<file path="src/rtl/pc_trace_pkg.sv">
// rtl/pc_trace_pkg.sv - shared state encoding and default widths for the PC trace monitor
package pc_trace_pkg;

  localparam int PC_W_DEF  = 32;
  localparam int CNT_W_DEF = 32;

  typedef enum logic [1:0] {
    IDLE    = 2'd0,
    RUN     = 2'd1,
    HALTED  = 2'd2,
    TIMEOUT = 2'd3
  } pc_trace_state_e;

endpackage

</file>
<file path="src/rtl/pc_hist_buf.sv">
// rtl/pc_hist_buf.sv - circular history of recent distinct PCs with newest-first indexed read
module pc_hist_buf #(
  parameter int PC_W       = 32,
  parameter int HIST_DEPTH = 8
) (
  input  logic                          clk_i,
  input  logic                          rst_ni,
  input  logic                          clr_i,
  input  logic                          push_i,
  input  logic [PC_W-1:0]               push_pc_i,
  input  logic [$clog2(HIST_DEPTH)-1:0] rd_idx_i,
  output logic [PC_W-1:0]               rd_pc_o,
  output logic                          rd_valid_o
);

  localparam int IDX_W = $clog2(HIST_DEPTH);
  localparam logic [IDX_W:0] FILL_MAX = (IDX_W+1)'(HIST_DEPTH);

  logic [PC_W-1:0]  mem [HIST_DEPTH];
  logic [IDX_W-1:0] wr_ptr_q;
  logic [IDX_W-1:0] rd_addr;
  logic [IDX_W:0]   fill_q;

  always_ff @(posedge clk_i or negedge rst_ni) begin
    if (!rst_ni) begin
      wr_ptr_q <= '0;
      fill_q   <= '0;
    end else if (clr_i) begin
      wr_ptr_q <= '0;
      fill_q   <= '0;
    end else if (push_i) begin
      wr_ptr_q <= wr_ptr_q + 1'b1;
      if (fill_q != FILL_MAX) fill_q <= fill_q + 1'b1;
    end
  end

  // Array contents are not reset; the fill count alone decides what is readable.
  always_ff @(posedge clk_i) begin
    if (push_i && !clr_i) mem[wr_ptr_q] <= push_pc_i;
  end

  assign rd_addr    = wr_ptr_q - IDX_W'(1) - rd_idx_i;
  assign rd_valid_o = ({1'b0, rd_idx_i} < fill_q);
  assign rd_pc_o    = rd_valid_o ? mem[rd_addr] : '0;

endmodule

</file>
<file path="src/rtl/pc_trace_monitor.sv">
// rtl/pc_trace_monitor.sv - PC observer with halt/timeout verdicts and change count
// History buffer is built only when PC_TRACE_HIST_EN is defined.
module pc_trace_monitor
  import pc_trace_pkg::*;
#(
  parameter int PC_W        = PC_W_DEF,
  parameter int CNT_W       = CNT_W_DEF,
  parameter int HIST_DEPTH  = 8,
  parameter int HALT_CYCLES = 16,
  parameter int MAX_CYCLES  = 100000
) (
  input  logic                          clk_i,
  input  logic                          rst_ni,
  input  logic [PC_W-1:0]               pc_i,
  input  logic                          en_i,
  input  logic                          clr_i,
  input  logic [$clog2(HIST_DEPTH)-1:0] hist_idx_i,
  output logic [PC_W-1:0]               hist_pc_o,
  output logic                          hist_valid_o,
  output logic [CNT_W-1:0]              cycle_cnt_o,
  output logic [CNT_W-1:0]              change_cnt_o,
  output logic [1:0]                    state_o,
  output logic                          halt_o,
  output logic                          timeout_o,
  output logic                          done_o
);

  localparam int SW = $clog2(HALT_CYCLES + 1);
  localparam logic [SW-1:0]    HALT_M1 = SW'(HALT_CYCLES - 1);
  localparam logic [CNT_W-1:0] MAX_C   = CNT_W'(MAX_CYCLES);

  pc_trace_state_e  state_q, state_d;
  logic [PC_W-1:0]  pc_prev_q, pc_prev_d;
  logic [SW-1:0]    stable_q, stable_d;
  logic [CNT_W-1:0] cycle_q, cycle_d;
  logic [CNT_W-1:0] change_q, change_d;
  logic             halt_q, halt_d;
  logic             timeout_q, timeout_d;
  logic             done_q, done_d;
  logic             push;
  logic             halt_hit;

  always_ff @(posedge clk_i or negedge rst_ni) begin
    if (!rst_ni) begin
      state_q   <= IDLE;
      pc_prev_q <= '0;
      stable_q  <= '0;
      cycle_q   <= '0;
      change_q  <= '0;
      halt_q    <= 1'b0;
      timeout_q <= 1'b0;
      done_q    <= 1'b0;
    end else begin
      state_q   <= state_d;
      pc_prev_q <= pc_prev_d;
      stable_q  <= stable_d;
      cycle_q   <= cycle_d;
      change_q  <= change_d;
      halt_q    <= halt_d;
      timeout_q <= timeout_d;
      done_q    <= done_d;
    end
  end

  assign halt_hit = en_i && (pc_i == pc_prev_q) && (stable_q == HALT_M1);

  always_comb begin
    state_d   = state_q;
    pc_prev_d = pc_prev_q;
    stable_d  = stable_q;
    cycle_d   = cycle_q;
    change_d  = change_q;
    halt_d    = halt_q;
    timeout_d = timeout_q;
    push      = 1'b0;
    if (clr_i) begin
      state_d   = IDLE;
      pc_prev_d = '0;
      stable_d  = '0;
      cycle_d   = '0;
      change_d  = '0;
      halt_d    = 1'b0;
      timeout_d = 1'b0;
    end else begin
      unique case (state_q)
        IDLE: begin
          if (en_i) begin
            pc_prev_d = pc_i;
            push      = 1'b1;
            change_d  = CNT_W'(1);
            cycle_d   = CNT_W'(1);
            stable_d  = '0;
            state_d   = RUN;
          end
        end
        RUN: begin
          if (cycle_q != MAX_C) cycle_d = cycle_q + 1'b1;
          if (en_i) begin
            if (pc_i != pc_prev_q) begin
              push      = 1'b1;
              pc_prev_d = pc_i;
              stable_d  = '0;
              if (change_q != '1) change_d = change_q + 1'b1;
            end else begin
              stable_d = stable_q + 1'b1;
            end
          end
          // A halt landing on the budget edge takes precedence over the timeout.
          if (halt_hit) begin
            state_d = HALTED;
            halt_d  = 1'b1;
          end else if (cycle_d == MAX_C) begin
            state_d   = TIMEOUT;
            timeout_d = 1'b1;
          end
        end
        default: ;
      endcase
    end
    done_d = halt_d | timeout_d;
  end

  assign state_o      = state_q;
  assign cycle_cnt_o  = cycle_q;
  assign change_cnt_o = change_q;
  assign halt_o       = halt_q;
  assign timeout_o    = timeout_q;
  assign done_o       = done_q;

`ifdef PC_TRACE_HIST_EN
  pc_hist_buf #(
    .PC_W       (PC_W),
    .HIST_DEPTH (HIST_DEPTH)
  ) u_hist (
    .clk_i      (clk_i),
    .rst_ni     (rst_ni),
    .clr_i      (clr_i),
    .push_i     (push),
    .push_pc_i  (pc_i),
    .rd_idx_i   (hist_idx_i),
    .rd_pc_o    (hist_pc_o),
    .rd_valid_o (hist_valid_o)
  );
`else
  logic unused_hist;
  assign unused_hist  = ^{push, hist_idx_i};
  assign hist_pc_o    = '0;
  assign hist_valid_o = 1'b0;
`endif

endmodule

</file>
<file path="config.mk">
export PLATFORM = sky130hd
export DESIGN_NAME = pc_trace_monitor
export DESIGN_NICKNAME = d
export VERILOG_FILES = /design/src/rtl/pc_trace_pkg.sv /design/src/rtl/pc_hist_buf.sv /design/src/rtl/pc_trace_monitor.sv
export SDC_FILE = /design/constraint.sdc
export NUM_CORES = 1
export LEC_CHECK = 0
export CAP_MARGIN = 5
export CORE_MARGIN = 2
export CORE_UTILIZATION = 47
export DETAILED_ROUTE_END_ITERATION = 10
export GPL_ROUTABILITY_DRIVEN = 1
export PLACE_DENSITY = 0.83
export SYNTH_ARGS = -nofsm -noshare
export SYNTH_HDL_FRONTEND = slang
export SYNTH_SLANG_ARGS = --single-unit
</file>
<file path="constraint.sdc">
create_clock -name clk_i -period 2.45 [get_ports clk_i]
set_input_delay 0.735 -clock clk_i [delete_from_list [all_inputs] [get_ports clk_i]]
set_output_delay 0.735 -clock clk_i [all_outputs]
set_load 0.01 [all_outputs]
</file>
==> impl_metrics.py <==
metrics = {
    "global_route": {
        "grt_start_max_net_pins": 84,
        "grt_pass1_wl_um": 28300,
        "antenna_found_initial": 0,
        "grt_pass1_vias": 5759,
        "grt_usage_pct": 23.6,
        "overflow": 0,
    },
    "clock_tree": {
        "clk_pin_slew_ns": 0.07,
        "cts_buffers": 9,
        "htree_levels": 3,
        "cts_tree": "built",
        "clk_latency_ns": 0.35,
        "cts_root_buf": "clkbuf_16",
        "cts_sinks": 106,
        "cts_buffer_depth": 2,
    },
    "sta": {
        "hold_viol": 0,
        "rsz0062_at_grt": "yes",
        "worst_hold_slack_ns": 0.382,
        "max_freq_ghz": 0.416,
        "finalSetupViolCount": 0,
        "slew_violations": 0,
        "timing.final.crit_share_pct": 98.2,
        "slew_headroom_pct": 63.7,
        "clock_skew_ns": 0.0106,
        "fin_crit_ns": 2.41,
        "worstMarginPinSlew_ns": 0.541,
        "setup_slack_ns": 0.0436,
    },
    "synthesis": {
        "yosysSeqAreaShare_pct": 39.7,
        "synth-edff-count": 0,
        "synth-compound-area-share_pct": 16.4,
        "synth_xor_area_share_pct": 8.53,
        "yosys.area_share.simple_pct": 25.6,
        "synth_seq_cells": 106,
        "yosys_warnings": 0,
        "synth_top_family_by_area": "simple AND/OR/NAND/NOR gates",
        "syn_inst": 749,
        "synthAdderAreaFrac_pct": 0.937,
        "synthMuxAreaShare_pct": 0.787,
        "async_reset_ff_share_pct": 100,
        "syn_area_per_cell_um2": 8.92,
        "synth-main-ff-cell": "dfrtp_1",
        "synth_area_um2": 6680,
        "synth.distinct_cells": 67,
    },
    "setup_path": {
        "r2r_start": "cycle_cnt_o[2]$_DFFE_PN0P_",
        "end_kind": "register",
        "rr_endpoint": "done_o$_DFF_PN0_",
        "cp.depth": 9,
        "startpoint_type": "primary input",
        "path_buf_inv": 4,
        "reg2reg_depth": 7,
        "rrSetupSlack_ns": 0.09,
        "required_ns": 2.69,
        "worstSetupPathType": "in2reg",
        "max_stage_delay_ns": 0.50,
        "cpMostUsedCell": "buf_6",
        "cpMaxStageDelayCell": "o41a_4",
        "crit_chain": "clkdlybuf4s15_1, or3b_4, buf_6, o41a_4, buf_8, buf_6, nand4_1, xor2_1, nor2_1",
        "cp.arrival_ns": 2.65,
        "critPathMaxFanout": 7,
        "critPathTopFamily": "buffers and inverters",
    },
    "power": {
        "peakVddDrop_mv": 0.389,
        "total_power_mw": 3.70,
        "power_density_nw_per_um2": 430,
        "p_leak_nw": 3.76,
    },
    "place": {
        "numPortBuffers": 104,
        "gp_congestion": 0.943,
        "dp_slack_ns": -0.772,
        "dp_hpwl_um": 12500,
        "dp_cells": 1050,
    },
    "die": {
        "core_um2": 13900,
        "ios": 141,
        "dieHeight_um": 123,
        "num_rows": 43,
        "die_x_um": 123,
        "fp.dieArea_um2": 15200,
        "start_util_pct": 48.1,
    },
    "route": {
        "wl_um": 17600,
        "drtAntennaViolNets": 0,
        "drt_iter0_markers": 483,
        "remaining_drc_errors": 0,
        "vias": 6145,
        "via_per_inst": 5.71,
        "dr.pass1.iters": 5,
        "detail_route.wl_per_cell_um": 16.4,
    },
    "hold_path": {
        "hold_class": "in2async",
    },
    "final_layout": {
        "stdcell_count": 1077,
        "nets": 936,
        "antenna_cells": 0,
        "drive_above_1_share_pct": 19.4,
        "syn_to_final_growth_pct": 28.9,
        "final_core_util_pct": 62.0,
    },
    "status": {
        "outcome": "complete, no violations",
    },
    "job": {
        "maxCapViolCount": 0,
    },
}
[per-stage QoR]
stage | area, um^2 | setup TNS, ns
after CTS | 8540 | 0
after floorplan | 6830 | 0
after global routing | 8600 | -0.0741
final | 8600 | 0
after global placement | 8180 | -44.30
after detailed placement | 8180 | -47.55
[cells in the mapped netlist, drive strengths merged (15+ instances only)]
| master | count | share of area (%) |
|---|---|---|
| a21oi | 19 | 1.4 |
| a31o | 33 | 4.3 |
| and3 | 18 | 1.7 |
| buf | 47 | 4.9 |
| clkbuf | 37 | 2.1 |
| dfrtp | 106 | 40 |
| inv | 15 | 0.84 |
| nand2 | 55 | 3.1 |
| nand3 | 27 | 2.1 |
| nand4 | 37 | 3.7 |
| nor2 | 54 | 3.1 |
| nor2b | 33 | 3.1 |
| nor4 | 18 | 2.3 |
| o21ai | 54 | 4.0 |
| xor2 | 58 | 7.6 |
[kinds of logic (layout without fill, tap and decap cells)]
family                     count (synthesis)  count (layout)
and+or+nand+nor                          305             305
AOI/OAI and AO/OA                        162             162
DFF                                      106             106
buffers and inverters                    100             216
xor gates and xnor gates                  65              65
adders and majority gates                  5               5
muxes                                      5               5
other                                      1              33
[sequential cells by signal, summed over array words and instances, names as in the netlist]
signal,flops
change_cnt_o,32
cycle_cnt_o,32
pc_prev_q,32
stable_q,5
state_o,2
done_o,1
halt_o,1
timeout_o,1
[power breakdown]
group	leakage (nW)	switching, mW	internal, mW
clock	0.139	0.672	0.732
sequential	1.44	0.0319	1.79
combinational	2.18	0.264	0.206
[cell usage in the layout, fill, tap and decap left out, types with 5 or more instances in the layout]
cell | synthesis | final
dfrtp_1 | 106 | 106
clkdlybuf4s50_1 | 0 | 70
buf_4 | 36 | 70
xor2_1 | 58 | 57
nand2_1 | 55 | 55
o21ai_0 | 53 | 53
nor2_1 | 53 | 52
nand4_1 | 36 | 36
nor2b_1 | 33 | 33
conb_1 | 1 | 33
a31o_2 | 32 | 32
nand3_1 | 26 | 26
a21oi_1 | 19 | 19
and3_1 | 18 | 18
inv_1 | 15 | 15
o31ai_1 | 14 | 14
and2_1 | 12 | 12
a31oi_1 | 10 | 10
nor3_1 | 12 | 9
or3_1 | 9 | 9
clkbuf_16 | 0 | 9
dlygate4sd2_1 | 0 | 9
clkdlybuf4s15_1 | 0 | 8
clkbuf_2 | 1 | 8
and4_1 | 7 | 7
nor4_1 | 13 | 7
nor4_2 | 4 | 7
xnor2_1 | 7 | 7
buf_6 | 1 | 6
o22ai_1 | 5 | 5
o41ai_1 | 5 | 5
nand2b_1 | 5 | 5
buf_2 | 8 | 5
[layer usage]
layer,vias up,track usage (%),part of all wire [%]
li1,2922,-,-
met1,3012,31.5,44
met2,188,37.4,47
met3,23,4.52,6.2
met4,0,10.1,2.1
met5,-,0,0
[layout make-up]
type / instances / area, um^2
multi-input combinational: 575 / 3740
clock buffer: 12 / 246
fill: 1164 / 5280
inverter: 16 / 60.1
sequential: 106 / 2650
clock inverter: 4 / 33.8
tap: 180 / 225
timing repair buffer: 184 / 1650
[worst max path at each step]
stage | slack [ns] | end | startpoint
after floorplan | 0.0002 | change_cnt_o[11]$_DFFE_PN0P_ | pc_i[13]
after global placement | -0.71 | change_cnt_o[28]$_DFFE_PN0P_ | pc_i[11]
after detailed placement | -0.77 | change_cnt_o[24]$_DFFE_PN0P_ | pc_i[15]
after CTS | 0.0005 | change_cnt_o[19]$_DFFE_PN0P_ | pc_i[8]
after global routing | -0.06 | state_o[1]$_DFFE_PN0P_ | cycle_cnt_o[2]$_DFFE_PN0P_
final | 0.04 | change_cnt_o[19]$_DFFE_PN0P_ | clr_i
[repair_timing]
item,in CTS,in global routing
pin swaps,20,23
setup endpoints to repair,69,65
hold endpoints to repair,0,0
resized for setup,66,35
hold buffers,0,0
gates cloned,1,0
setup buffers,7,3
Power figures use the tool's default switching activity.
